<file path="src/rtl/pipeline_stall_ctrl_pkg.sv">
// Shared types for the pipeline hazard scheduler.
package pipeline_stall_ctrl_pkg;

  typedef logic [4:0] reg_id_t;
  typedef logic       bool_t;

  typedef enum logic [1:0] {
    RUN         = 2'd0,
    LOAD_BUBBLE = 2'd1,
    MEM_WAIT    = 2'd2
  } stall_state_t;

  typedef enum logic [1:0] {
    FWD_REG = 2'd0,
    FWD_EX  = 2'd1,
    FWD_MEM = 2'd2
  } fwd_sel_t;

  localparam reg_id_t REG_ZERO = 5'd0;

endpackage

</file>
<file path="src/rtl/pipeline_stall_ctrl_fwd_select.sv">
// Operand forwarding select for one exec source register.
module pipeline_stall_ctrl_fwd_select
  import pipeline_stall_ctrl_pkg::*;
(
  input  reg_id_t  src_idx,
  input  reg_id_t  ex_rd_idx,
  input  bool_t    ex_reg_write_enable,
  input  bool_t    ex_mem_load_enable,
  input  reg_id_t  mem_rd_idx,
  input  bool_t    mem_reg_write_enable,
  output fwd_sel_t sel
);

  // Newest producer first; a load in exec has no data yet, x0 never forwards.
  always_comb begin
    sel = FWD_REG;
    if (ex_reg_write_enable && !ex_mem_load_enable &&
        ex_rd_idx == src_idx && ex_rd_idx != REG_ZERO) begin
      sel = FWD_EX;
    end else if (mem_reg_write_enable && mem_rd_idx == src_idx &&
                 src_idx != REG_ZERO) begin
      sel = FWD_MEM;
    end
  end

endmodule

</file>
<file path="src/rtl/pipeline_stall_ctrl.sv">
// Hazard scheduler: front/exec stall, load-use bubbles, memory wait
// sequencing with sticky timeout, and exec operand forwarding.
//
// state       | meaning
// ------------+-----------------------------------------------------
// RUN         | normal advance; hazards detected here
// LOAD_BUBBLE | extra load-use bubbles still to insert (bub_cnt left)
// MEM_WAIT    | data memory busy; front and exec held
module pipeline_stall_ctrl
  import pipeline_stall_ctrl_pkg::*;
#(
  parameter int unsigned LOAD_USE_BUBBLES = 1,
  parameter int unsigned MEM_TIMEOUT      = 255
) (
  input  logic        clk,
  input  logic        rst_n,
  input  logic [4:0]  dec_rs1_idx,
  input  logic [4:0]  dec_rs2_idx,
  input  logic        dec_uses_rs1,
  input  logic        dec_uses_rs2,
  input  logic [4:0]  ex_rd_idx,
  input  logic        ex_reg_write_enable,
  input  logic        ex_mem_load_enable,
  input  logic [4:0]  mem_rd_idx,
  input  logic        mem_reg_write_enable,
  input  logic        mem_access,
  input  logic        mem_ready,
  output logic        stall_front,
  output logic        stall_exec,
  output logic        bubble_exec,
  output logic [1:0]  fwd_rs1_sel,
  output logic [1:0]  fwd_rs2_sel,
  output logic        mem_error,
  output logic [31:0] stall_cycles
);

  localparam logic [1:0] BUB_RELOAD   = 2'(LOAD_USE_BUBBLES - 1);
  localparam bool_t      MULTI_BUBBLE = (LOAD_USE_BUBBLES > 1);
  localparam logic [7:0] TMO          = 8'(MEM_TIMEOUT);
  localparam logic [7:0] TMO_M1       = 8'(MEM_TIMEOUT - 1);

  stall_state_t state;
  logic [1:0]   bub_cnt;
  logic [7:0]   wait_cnt;
  bool_t        mem_wait;
  bool_t        load_use;
  bool_t        front;
  bool_t        exec_hold;
  bool_t        bubble;
  fwd_sel_t     rs1_sel;
  fwd_sel_t     rs2_sel;

  assign mem_wait = mem_access && !mem_ready;
  assign load_use = ex_mem_load_enable && ex_reg_write_enable && (ex_rd_idx != REG_ZERO) &&
                    ((dec_uses_rs1 && dec_rs1_idx == ex_rd_idx) ||
                     (dec_uses_rs2 && dec_rs2_idx == ex_rd_idx));

  // Stage controls from current state and this cycle's hazards (memory wait wins).
  always_comb begin
    front     = 1'b0;
    exec_hold = 1'b0;
    bubble    = 1'b0;
    case (state)
      RUN: begin
        if (mem_wait) begin
          front     = 1'b1;
          exec_hold = 1'b1;
        end else if (load_use) begin
          front  = 1'b1;
          bubble = 1'b1;
        end
      end
      LOAD_BUBBLE: begin
        if (mem_wait) begin
          front     = 1'b1;
          exec_hold = 1'b1;
        end else begin
          front  = 1'b1;
          bubble = 1'b1;
        end
      end
      MEM_WAIT: begin
        if (!mem_ready) begin
          front     = 1'b1;
          exec_hold = 1'b1;
        end
      end
      default: ;
    endcase
  end

  // Gated by rst_n so the stages are released the moment reset asserts.
  assign stall_front = rst_n && front;
  assign stall_exec  = rst_n && exec_hold;
  assign bubble_exec = rst_n && bubble;
  assign fwd_rs1_sel = rst_n ? rs1_sel : FWD_REG;
  assign fwd_rs2_sel = rst_n ? rs2_sel : FWD_REG;

  pipeline_stall_ctrl_fwd_select u_fwd_rs1 (
    .src_idx              (dec_rs1_idx),
    .ex_rd_idx            (ex_rd_idx),
    .ex_reg_write_enable  (ex_reg_write_enable),
    .ex_mem_load_enable   (ex_mem_load_enable),
    .mem_rd_idx           (mem_rd_idx),
    .mem_reg_write_enable (mem_reg_write_enable),
    .sel                  (rs1_sel)
  );

  pipeline_stall_ctrl_fwd_select u_fwd_rs2 (
    .src_idx              (dec_rs2_idx),
    .ex_rd_idx            (ex_rd_idx),
    .ex_reg_write_enable  (ex_reg_write_enable),
    .ex_mem_load_enable   (ex_mem_load_enable),
    .mem_rd_idx           (mem_rd_idx),
    .mem_reg_write_enable (mem_reg_write_enable),
    .sel                  (rs2_sel)
  );

  // Scheduler FSM with bubble down-counter, saturating wait counter and sticky error.
  always_ff @(posedge clk or negedge rst_n) begin
    if (!rst_n) begin
      state     <= RUN;
      bub_cnt   <= '0;
      wait_cnt  <= '0;
      mem_error <= 1'b0;
    end else begin
      case (state)
        RUN: begin
          if (mem_wait) begin
            state    <= MEM_WAIT;
            wait_cnt <= '0;
          end else if (load_use && MULTI_BUBBLE) begin
            state   <= LOAD_BUBBLE;
            bub_cnt <= BUB_RELOAD;
          end
        end
        LOAD_BUBBLE: begin
          if (mem_wait) begin
            state    <= MEM_WAIT;
            bub_cnt  <= '0;
            wait_cnt <= '0;
          end else begin
            bub_cnt <= bub_cnt - 2'd1;
            if (bub_cnt == 2'd1) state <= RUN;
          end
        end
        MEM_WAIT: begin
          if (mem_ready) begin
            state    <= RUN;
            wait_cnt <= '0;
          end else begin
            if (wait_cnt < TMO) wait_cnt <= wait_cnt + 8'd1;
            if (wait_cnt >= TMO_M1) mem_error <= 1'b1;
          end
        end
        default: state <= RUN;
      endcase
    end
  end

  // Count cycles in which the front end is held.
  always_ff @(posedge clk or negedge rst_n) begin
    if (!rst_n) stall_cycles <= '0;
    else if (front) stall_cycles <= stall_cycles + 32'd1;
  end

endmodule

</file>
<file path="config.mk">
export PLATFORM = sky130hd
export DESIGN_NAME = pipeline_stall_ctrl
export DESIGN_NICKNAME = d
export VERILOG_FILES = /design/src/rtl/pipeline_stall_ctrl_pkg.sv /design/src/rtl/pipeline_stall_ctrl_fwd_select.sv /design/src/rtl/pipeline_stall_ctrl.sv
export SDC_FILE = /design/constraint.sdc
export NUM_CORES = 1
export LEC_CHECK = 0
export CORE_MARGIN = 2
export CORE_UTILIZATION = 45
export CTS_BUF_LIST = sky130_fd_sc_hd__clkbuf_8
export DETAILED_ROUTE_END_ITERATION = 10
export HOLD_SLACK_MARGIN = 0.15
export PLACE_DENSITY = 0.8
export SLEW_MARGIN = 20
export SYNTH_ARGS = -nofsm -noshare
export SYNTH_HDL_FRONTEND = slang
export SYNTH_SLANG_ARGS = --single-unit
</file>
<file path="constraint.sdc">
create_clock -name clk -period 2.9 [get_ports clk]
set_clock_uncertainty 0.1 [all_clocks]
set_input_delay 0.58 -clock clk [delete_from_list [all_inputs] [get_ports clk]]
set_output_delay 0.58 -clock clk [all_outputs]
set_load 0.05 [all_outputs]
</file>
; ---- After elaboration in Yosys (flattened, before gate mapping)
; Cells that the tools add are included.
; W data, S select, Z words.
[classes]
n_addsub = 3
n_mux = 25
bitwise = 1
reduce_logical = 30
eq_ne = 14
order_cmp = 2
[ops]
columns = op, count
row1 = $add A32 B1 Y32 const B, 1
row2 = $eq A5 B5 Y1, 6
row3 = $mux W8, 3
row4 = $mux W2, 11
row5 = $logic_and A1 B1 Y1, 18
row6 = $pmux W8 S2, 1
row7 = $reduce_bool A5 Y1, 3
row8 = $reduce_and A3 Y1, 3
row9 = $add A8 B1 Y8 const B, 1
row10 = $ge A8 B8 Y1 const B, 1
row11 = $lt A8 B8 Y1 const B, 1
row12 = $mux W1, 6
row13 = $ne A3 B3 Y1 const B, 2
row14 = $pmux W2 S3, 1
row15 = $eq A2 B1 Y1 const B, 2
row16 = $ne A2 B2 Y1 const B, 2
row17 = $pmux W1 S2, 2
row18 = $pmux W1 S3, 1
row19 = $eq A2 B2 Y1 const B, 1
row20 = $logic_not A1 Y1, 2
row21 = $logic_not A2 Y1, 1
row22 = $ne A2 B1 Y1 const B, 1
row23 = $reduce_bool A2 Y1, 1
row24 = $reduce_or A2 Y1, 1
row25 = other kinds (3), 3
[word_totals]
register_bits = 45
input_bits = 29
out_inout_bits = 40
word_cells = 80

; ---- Depth between registers and ports, before layout
; Gate-level depths: netlist of run 1.
[depth]
word_depth = 8
ltp_mapped = 7
ltp_nobuf = 6

; ---- Hierarchy
; From an unflattened synthesis of run 1, not the netlist that was laid out.
[unflattened]
hier_cells = 351
hier_area_um2 = 3065.4
[by_module_without_submodules]
columns = mod, cells_per_inst, seq_area_each_um2, area_each_um2, instances
row1 = pipeline_stall_ctrl, 309, 1051.0, 2742.6, 1
row2 = pipeline_stall_ctrl_fwd_select, 21, 0.0, 161.4, 2

; ---- Worst setup path before layout of run 1
; No wires, ideal clock.
[synth_path]
kind = in2out
startpoint = input ex_rd_idx[1]
endpoint = output bubble_exec
slack_ns = -0.283
arrival_ns = 2.503
stages = 5
path_buffers = 0
path_cell_list = xnor2_1 nand3_1 nor2_1 nor2_1 nor4_1
[synth_via]
elab_chain_cells = 8
word_cells_on_any_way = 12
cone_classes = eq/ne (2) / mux (3) / reduce/logical (7)
[synth_lines]
columns = item, line_no
row1 = start: declaration, pipeline_stall_ctrl.sv:21  ; input logic [4:0] ex_rd_idx,
row2 = $eq A5 B5 Y1 (on tied branches), "pipeline_stall_ctrl.sv:55, pipeline_stall_ctrl.sv:56"
row3 = $logic_and A1 B1 Y1 (on tied branches), "pipeline_stall_ctrl.sv:55, pipeline_stall_ctrl.sv:56"
row4 = $logic_or A1 B1 Y1, pipeline_stall_ctrl.sv:55  ; ((dec_uses_rs1 && dec_rs1_idx == ex_rd_idx) ||
row5 = $logic_and A1 B1 Y1 (*), pipeline_stall_ctrl.sv:54  ; assign load_use = ex_mem_load_enable && ex_reg_write_enable && (ex_rd_idx != REG_ZERO) &&
row6 = $mux W1 (*), pipeline_stall_ctrl.sv:68  ; end else if (load_use) begin
row7 = $mux W1 (*), pipeline_stall_ctrl.sv:65  ; if (mem_wait) begin
row8 = $pmux W1 S2 (*), pipeline_stall_ctrl.sv:63  ; case (state)
row9 = $logic_and A1 B1 Y1 (*), pipeline_stall_ctrl.sv:95  ; assign bubble_exec = rst_n && bubble;
row10 = end: declaration, pipeline_stall_ctrl.sv:30  ; output logic bubble_exec,
; Mark *: on every way between the ends. The rest lies on a longest branch, timed or not.

; ---- Final worst setup path of run 1
[layout_path]
startpoint = input mem_rd_idx[4]
endpoint = output fwd_rs2_sel[1]
[layout_via]
elab_chain_cells = 6
[layout_lines]
columns = item, line_no
row1 = start: declaration, pipeline_stall_ctrl.sv:24  ; input logic [4:0] mem_rd_idx,
row2 = $eq A5 B5 Y1, pipeline_stall_ctrl_fwd_select.sv:20  ; end else if (mem_reg_write_enable && mem_rd_idx == src_idx &&
row3 = $logic_and A1 B1 Y1 (2 in a row), pipeline_stall_ctrl_fwd_select.sv:20
row4 = $mux W2, pipeline_stall_ctrl_fwd_select.sv:20
row5 = $mux W2, pipeline_stall_ctrl_fwd_select.sv:17  ; if (ex_reg_write_enable && !ex_mem_load_enable &&
row6 = $mux W2, pipeline_stall_ctrl.sv:97  ; assign fwd_rs2_sel = rst_n ? rs2_sel : FWD_REG;
row7 = end: declaration, pipeline_stall_ctrl.sv:32  ; output logic [1:0] fwd_rs2_sel,
; No other way between the ends.

==> summary.txt, run 1 <==
Clock tree
  • CTS tree: done
  • Post-CTS Hold Buffers: 0
  • CTS HTree Levels: 2
  • Later-pin clock latency in the skew report: 0.29 ns
  • Clock root buffer: clkbuf_8
  • CTS Buf Count: 5
  • Clk sinks: 42
  • Reg clk slew, reported paths: 0.07 ns
  • Clock buffer depth: 2

STA
  • Final worst path period share: 0.950
  • Pins Over Slew Limit: 0
  • Max_slew headroom: 0.612
  • Min Tclk post-route: 2.76 ns
  • Final setup violation count: 0
  • Maximum clock rate: 0.363 GHz
  • Actual slew at the worst max-slew pin: 0.567 ns
  • Fin worst setup slack: 0.144 ns
  • Setup TNS: 0 ns
  • Final Hold Fails: 0
  • RSZ-0062 raised after global routing: false

Global routing
  • Total global routing overflow: 0
  • Initial antenna violation count: 0
  • All-Layer GR Usage: 0.214
  • Vias in the first global route: 2,259
  • Largest net degree at the start of global routing: 43
  • First-pass GRT wire length: 10,500 um

Critical path
  • CP max FO: 4
  • WP data arrival: 2.08 ns
  • Max stage delay on crit path: 0.47 ns
  • Worst path cell trace: clkdlybuf4s50_1, nor3_1, a21oi_1, nor4_2, nand4_1, a21oi_2, buf_12
  • Critical Path Start Type: input pin
  • Worst r2r src: stall_cycles[8]
  • Worst path top cell family by delay: buffers and inverters
  • WS Path Type: input pin to output pin
  • R2R Setup Slk: 0.45 ns
  • Slowest cell on crit path: clkdlybuf4s50_1
  • Worst Setup End Kind: output pin
  • Reg2reg path depth: 6
  • RR Endpoint: stall_cycles[29]
  • Worst path depth: 7
  • Bufs and invs on worst path: 2
  • Req. time, crit path: 2.22 ns

Yosys
  • Post-Synthesis Cells: 259
  • Synth cell types: 39
  • Syn nets: 291
  • Yosys top cell area share: 0.424
  • Area contributors post-synth: dfrtp_1 42%, xor2_1 12%, xnor2_1 6.0%
  • Sequential area share after synthesis: 0.424
  • Synth Warn #: 0
  • Post-synth top cells: 42 x dfrtp_1, 33 x xor2_1, 21 x nand2_1
  • Top-count cell post-synth: dfrtp_1
  • Asr flop ratio synth: 1.00
  • Cell taking the most area after synthesis: dfrtp_1
  • Post-synth EDFFs: 0
  • Synthesized area: 2480 um^2
  • Most used flip-flop cell after synthesis: dfrtp_1
  • Mean Syn Cell Area: 9.57 um^2
  • Yosys reg bits: 42

Route
  • Vias per cell: 5.47
  • DRC violations left: 0
  • Iter 0 DRT Violations: 154
  • Routed Antenna Nets: 0
  • Final WL: 6340 um
  • Vias after detailed routing: 2,263
  • Wire per inst: 15.3 um
  • Drt pass-1 iters: 4

Floorplan
  • Die Y: 78.2 um
  • Num rows: 27
  • Core area: 5410 um^2
  • Die area: 6120 um^2
  • Initial core utilization: 0.459
  • DIE WIDTH: 78.2 um
  • Io pins: 69

Final layout
  • Synth-to-Final Area Change: 45.6%
  • Fin cells: 414
  • Antenna Cells: 0
  • Final net count: 373
  • Share of cells above drive strength 1: 0.161

Placement
  • DP HPWL: 4470 um
  • # port buffers: 68
  • Setup slack at placement: -0.0843 ns
  • Placed Cells: 405
  • Gp weighted congestion: 0.877

Power and ir drop
  • Comb power frac: 0.363
  • P per Cell Area: 521 nW/um^2
  • Reg power frac: 0.405
  • Internal power: 1.16 mW
  • Sw Pwr: 0.721 mW
  • Peak supply drop: 0.000645 V
  • Leak: 1.63 nW
  • Switch share: 0.384
  • Clock network fraction of design power: 0.232

Outcome
  • Status: complete, no violations

Worst hold path
  • Worst Hold Class: input pin to async pin

Flow run
  • Max Cap Viol: 0
-- state kept, by name, summed over array words and instances (netlist names) --
register      flops
state             1
mem_error         1
stall_cycles     32
wait_cnt          8
-- power groups by stage --
stage               Sequential (mW)  Clock, mW  Combinational, mW
global route                  0.774      0.473              0.726
finish                        0.761      0.436              0.682
detailed placement            0.766          0              0.670
CTS                           0.760      0.447              0.676
floorplan                     0.991          0              0.170
global placement              0.763          0              0.660
-- final cells by class --
type	instances	area (um^2)
Clock inverter	3	37.5
Clock buffer	5	68.8
Timing Repair Buffer	85	890
Fill cell	442	1800
Inverter	11	41.3
Tap cell	72	90.1
Multi-Input combinational cell	196	1430
Sequential cell	42	1050
-- cells in the final DEF (no fill, tap or decap), types with 2 or more instances in the layout --
cell type,n
o31ai_1,3
dfrtp_1,42
nand2_1,21
a211oi_1,7
dlygate4sd2_1,2
o21ai_2,2
nor2b_1,2
clkdlybuf4s50_1,45
xor2_1,33
and3_1,7
nand2b_1,2
nor4_2,2
dlymetal6s2s_1,13
buf_4,17
o21ai_0,4
nor3_1,3
or2_2,2
xnor2_2,4
nor2_1,8
nor4_1,3
ha_1,3
a2111oi_0,9
a21oi_2,2
buf_12,3
and2_1,3
a21oi_1,12
nand4_1,9
o21ai_1,5
nor2_2,2
inv_1,12
clkbuf_8,5
a2111oi_2,6
nand3_1,16
buf_6,3
xnor2_1,12
-- cells by family (layout without fill, tap and decap cells) --
logic type,after synthesis,count (layout),share of synthesized area
buf+inv,21,104,0.0333
simple gates,85,85,0.178
mux,1,1,0.00454
fa+ha+maj,3,3,0.0151
xor+xnor,50,50,0.177
flops,42,42,0.424
compound gates,57,57,0.169
-- through the flow --
stage | total power, mW | instance area (um^2) | util | hold WS [ns]
global route | 1.97 | 3610 | 0.668 | 0.407
global placement | 1.42 | 3370 | 0.624 | 0.356
floorplan | 1.16 | 2490 | - | 0.184
CTS | 1.88 | 3510 | 0.650 | 0.389
detailed placement | 1.44 | 3370 | 0.624 | 0.370
finish | 1.88 | 3610 | 0.668 | 0.380
-- per-layer routing --
metal | global-route usage | part of all wire | wire length [um]
met1 | 0.271 | 0.43 | 2730
met5 | 0 | 0 | 0
met2 | 0.364 | 0.50 | 3150
met4 | 0.0614 | 0.0065 | 41
met3 | 0.0552 | 0.066 | 418
-- timing repair --
action	in CTS	in global routing
cloned	0	0
setup buffers	0	1
pin swaps	2	7
resized for setup	9	22
setup endpoints to repair	6	6
-- worst max path at each step --
stage | from | endpoint | slack, ns
6_report | mem_rd_idx[4] | fwd_rs2_sel[1] | 0.14
3_3_place_gp | ex_rd_idx[0] | fwd_rs2_sel[1] | -0.04
4_1_cts | ex_rd_idx[0] | bubble_exec | -0.009
3_5_place_dp | ex_rd_idx[2] | stall_cycles[26] | -0.08
2_1_floorplan | ex_rd_idx[0] | stall_front | 0.02
5_1_grt | mem_rd_idx[4] | fwd_rs2_sel[1] | 0.05
-- worst reg2reg max path: cells and delay by family, from the launching register on --
kind	cells	cell delay [ns]
flops	1	0.42
simple gates	4	1.26
xor+xnor	1	0.21
compound gates	1	0.37
No activity file was read; power rests on OpenSTA's default activity.
==> run 2: changes to the inputs <==
--- a/config.mk
+++ b/config.mk
@@ -5,12 +5,12 @@
 export SDC_FILE = /design/constraint.sdc
 export NUM_CORES = 1
 export LEC_CHECK = 0
-export CORE_MARGIN = 2
 export CORE_UTILIZATION = 45
 export CTS_BUF_LIST = sky130_fd_sc_hd__clkbuf_8
 export DETAILED_ROUTE_END_ITERATION = 10
 export HOLD_SLACK_MARGIN = 0.15
 export PLACE_DENSITY = 0.8
+export SETUP_SLACK_MARGIN = 0.3
 export SLEW_MARGIN = 20
 export SYNTH_ARGS = -nofsm -noshare
 export SYNTH_HDL_FRONTEND = slang
==> constraint.sdc (replaced) <==
create_clock -name clk -period 3.2 [get_ports clk]
set_clock_uncertainty 0.1 [all_clocks]
set_input_delay 0.64 -clock clk [delete_from_list [all_inputs] [get_ports clk]]
set_output_delay 0.64 -clock clk [all_outputs]
set_load 0.05 [all_outputs]
==> run 2 against run 1 <==
Effect of this change: combinational power fell by 11%; utilization rose by 0.62 points; worst setup slack improved by 0.19 ns; sequential cell count did not move; clock power fell by 24%; routed wire length rose by 0.54%; die area fell by 5.0%; global-route usage rose by 0.92 points; critical path depth rose by 1; count of clock-buffer cells in the layout did not move; first-iteration DRC count fell by 32%; critical path type unchanged; largest cell class unchanged.
==> summary.txt, run 2 (same netlist as run 1, synthesis figures left out) <==
Outcome
  • Status: complete, no violations

Clock tree
  • Reg clk slew, reported paths: 0.07 ns (about the same)
  • Clock root buffer: clkbuf_8
  • CTS HTree Levels: 2 (unchanged)
  • Later-pin clock latency in the skew report: 0.30 ns (about the same)
  • Clk sinks: 42 (unchanged)
  • CTS Buf Count: 5 (unchanged)
  • CTS tree: done
  • Clock buffer depth: 2 (unchanged)

Critical path
  • Critical Path Start Type: input pin
  • WS Path Type: input pin to output pin
  • Worst path top cell family by delay: buffers and inverters
  • Worst r2r src: stall_cycles[8]
  • Reg2reg path depth: 6 (unchanged)
  • Slowest cell on crit path: bufbuf_16
  • RR Endpoint: stall_cycles[31]
  • CP max FO: 2 (-2)
  • Worst path cell trace: dlygate4sd2_1, buf_4, xnor2_2, nand3_1, nor2_2, nor2_1, nor4_2, bufbuf_16
  • R2R Setup Slk: 0.77 ns (+0.32 ns)
  • Worst Setup End Kind: output pin
  • Req. time, crit path: 2.46 ns (+0.24 ns)
  • WP data arrival: 2.12 ns (+0.04 ns)
  • Bufs and invs on worst path: 3 (+1)
  • Max stage delay on crit path: 0.31 ns (-0.16 ns)

Floorplan
  • DIE WIDTH: 76.2 um (-2.6%)
  • Initial core utilization: 0.476 (+0.0176)
  • Die Y: 76.2 um (-2.6%)
  • Io pins: 69 (unchanged)
  • Core area: 5200 um^2 (-3.7%)
  • Die area: 5810 um^2 (-5.0%)
  • Num rows: 26 (-3.7%)

Placement
  • Setup slack at placement: 0.0675 ns (+0.152 ns)
  • Area after DPL: 3310 um^2 (-1.7%)
  • # port buffers: 68 (unchanged)
  • DP HPWL: 4460 um (-0.22%)
  • Placed Cells: 394 (-2.7%)
  • Gp weighted congestion: 0.883 (+0.73%)

Final layout
  • Biggest register: stall_cycles
  • Antenna Cells: 0 (unchanged)
  • Fin cells: 403 (-2.7%)
  • Final instance area: 3510 um^2 (-2.8%)
  • FF/Latch Area: 1050 um^2 (unchanged)
  • Final core occ: 0.674 (+0.00621)
  • Multi-input logic area: 1440 um^2 (+0.44%)
  • Synth-to-Final Area Change: 41.5%
  • Commonest non-fill, non-tap cell in the layout: clkdlybuf4s50_1
  • Top flop regs: stall_cycles (32), wait_cnt (8)
  • Filler cell count: 433 (-2.0%)
  • Commonest cells after routing, fill and taps aside: 43 x clkdlybuf4s50_1, 42 x dfrtp_1, 33 x xor2_1
  • Final net count: 365 (-2.1%)
  • Share of cells above drive strength 1: 0.153 (-0.00767)
  • Max FFs per register: 32 (unchanged)

Power and ir drop
  • Post-layout power: 1.63 mW (-13%)
  • Sw Pwr: 0.671 mW (-6.9%)
  • Peak supply drop: 0.000611 V (-5.2%)
  • Leak: 1.54 nW (-5.6%)
  • Switch share: 0.412 (+0.0279)
  • Reg power frac: 0.424 (+0.019)
  • Internal power: 0.959 mW (-17%)
  • Comb power frac: 0.374 (+0.011)
  • P per Cell Area: 465 nW/um^2 (-11%)
  • Clock network fraction of design power: 0.203 (-0.029)

Route
  • Iter 0 DRT Violations: 104 (-32%)
  • Routed Antenna Nets: 0 (unchanged)
  • Drt pass-1 iters: 5 (+1)
  • DRC violations left: 0 (unchanged)
  • Final WL: 6370 um (+0.54%)
  • Wire per inst: 15.8 um (+3.3%)
  • Vias after detailed routing: 2,264 (+0.044%)
  • Vias per cell: 5.62 (+2.8%)

STA
  • Hold Slack: 0.376 ns (-0.00378 ns)
  • Final Hold Fails: 0 (unchanged)
  • Fin worst setup slack: 0.337 ns (+0.193 ns)
  • Actual slew at the worst max-slew pin: 0.569 ns (+0.00180 ns)
  • RSZ-0062 raised after global routing: false
  • Pins Over Slew Limit: 0 (unchanged)
  • Final setup violation count: 0 (unchanged)
  • Setup TNS: 0 ns (unchanged)
  • Final worst path period share: 0.895
  • Max_slew headroom: 0.611 (-0.00123)
  • Maximum clock rate: 0.349 GHz
  • Min Tclk post-route: 2.86 ns

Global routing
  • Vias in the first global route: 2,164 (-4.2%)
  • Initial antenna violation count: 0 (unchanged)
  • Largest net degree at the start of global routing: 43 (unchanged)
  • All-Layer GR Usage: 0.224 (+0.00924)
  • Total global routing overflow: 0 (unchanged)
  • First-pass GRT wire length: 10,300 um (-1.7%)

Worst hold path
  • Hold worst-path end: wait_cnt[6]
  • Worst Hold Class: flop to flop
  • Hold Crit Start: wait_cnt[6]
  • Hold Crit Depth: 1

Flow run
  • Max Cap Viol: 0 (unchanged)
[run 2: timing repair]
item                                   CTS  global route
endpoints found under the hold margin    0             0
cloned                                   0             0
gates resized for setup                 19            15
hold buffers                             0             0
pin swaps                                8             6
buffers inserted                         0             2
setup endpoints to repair                6             4
[run 2: metal layers]
metal | part of all wire | wire (um) | vias up | track usage
li1 | - | - | 1084 | -
met3 | 0.054 | 341 | 16 | 0.0527
met5 | 0 | 0 | - | 0
met1 | 0.44 | 2780 | 1087 | 0.284
met4 | 0.026 | 164 | 0 | 0.0865
met2 | 0.48 | 3080 | 77 | 0.368
[run 2: power groups by stage]
stage	sequential (mW)	combinational (mW)	clock, mW
final	0.691	0.609	0.330
after global routing	0.703	0.643	0.363
after CTS	0.688	0.606	0.338
after detailed placement	0.695	0.600	0
after global placement	0.693	0.592	0
after floorplan	0.898	0.155	0
[run 2: final cells by class]
| cell class | instances | share of cell area |
|---|---|---|
| multi-input cells | 196 | 0.410 |
| flip-flops and latches | 42 | 0.300 |
| repair buffers | 77 | 0.231 |
| well taps | 70 | 0.0250 |
| clock buffers | 5 | 0.0196 |
| inverters | 11 | 0.0118 |
| clock inverters | 2 | 0.00285 |
[run 2: worst max path at each step]
stage / start / to / depth (start not counted)
floorplan: ex_rd_idx[0] / stall_front / 6
CTS: dec_rs2_idx[0] / fwd_rs2_sel[1] / 8
detailed placement: dec_rs2_idx[0] / fwd_rs2_sel[1] / 8
global route: ex_rd_idx[1] / bubble_exec / 8
global placement: ex_rd_idx[0] / fwd_rs2_sel[0] / 6
finish: ex_rd_idx[1] / bubble_exec / 8
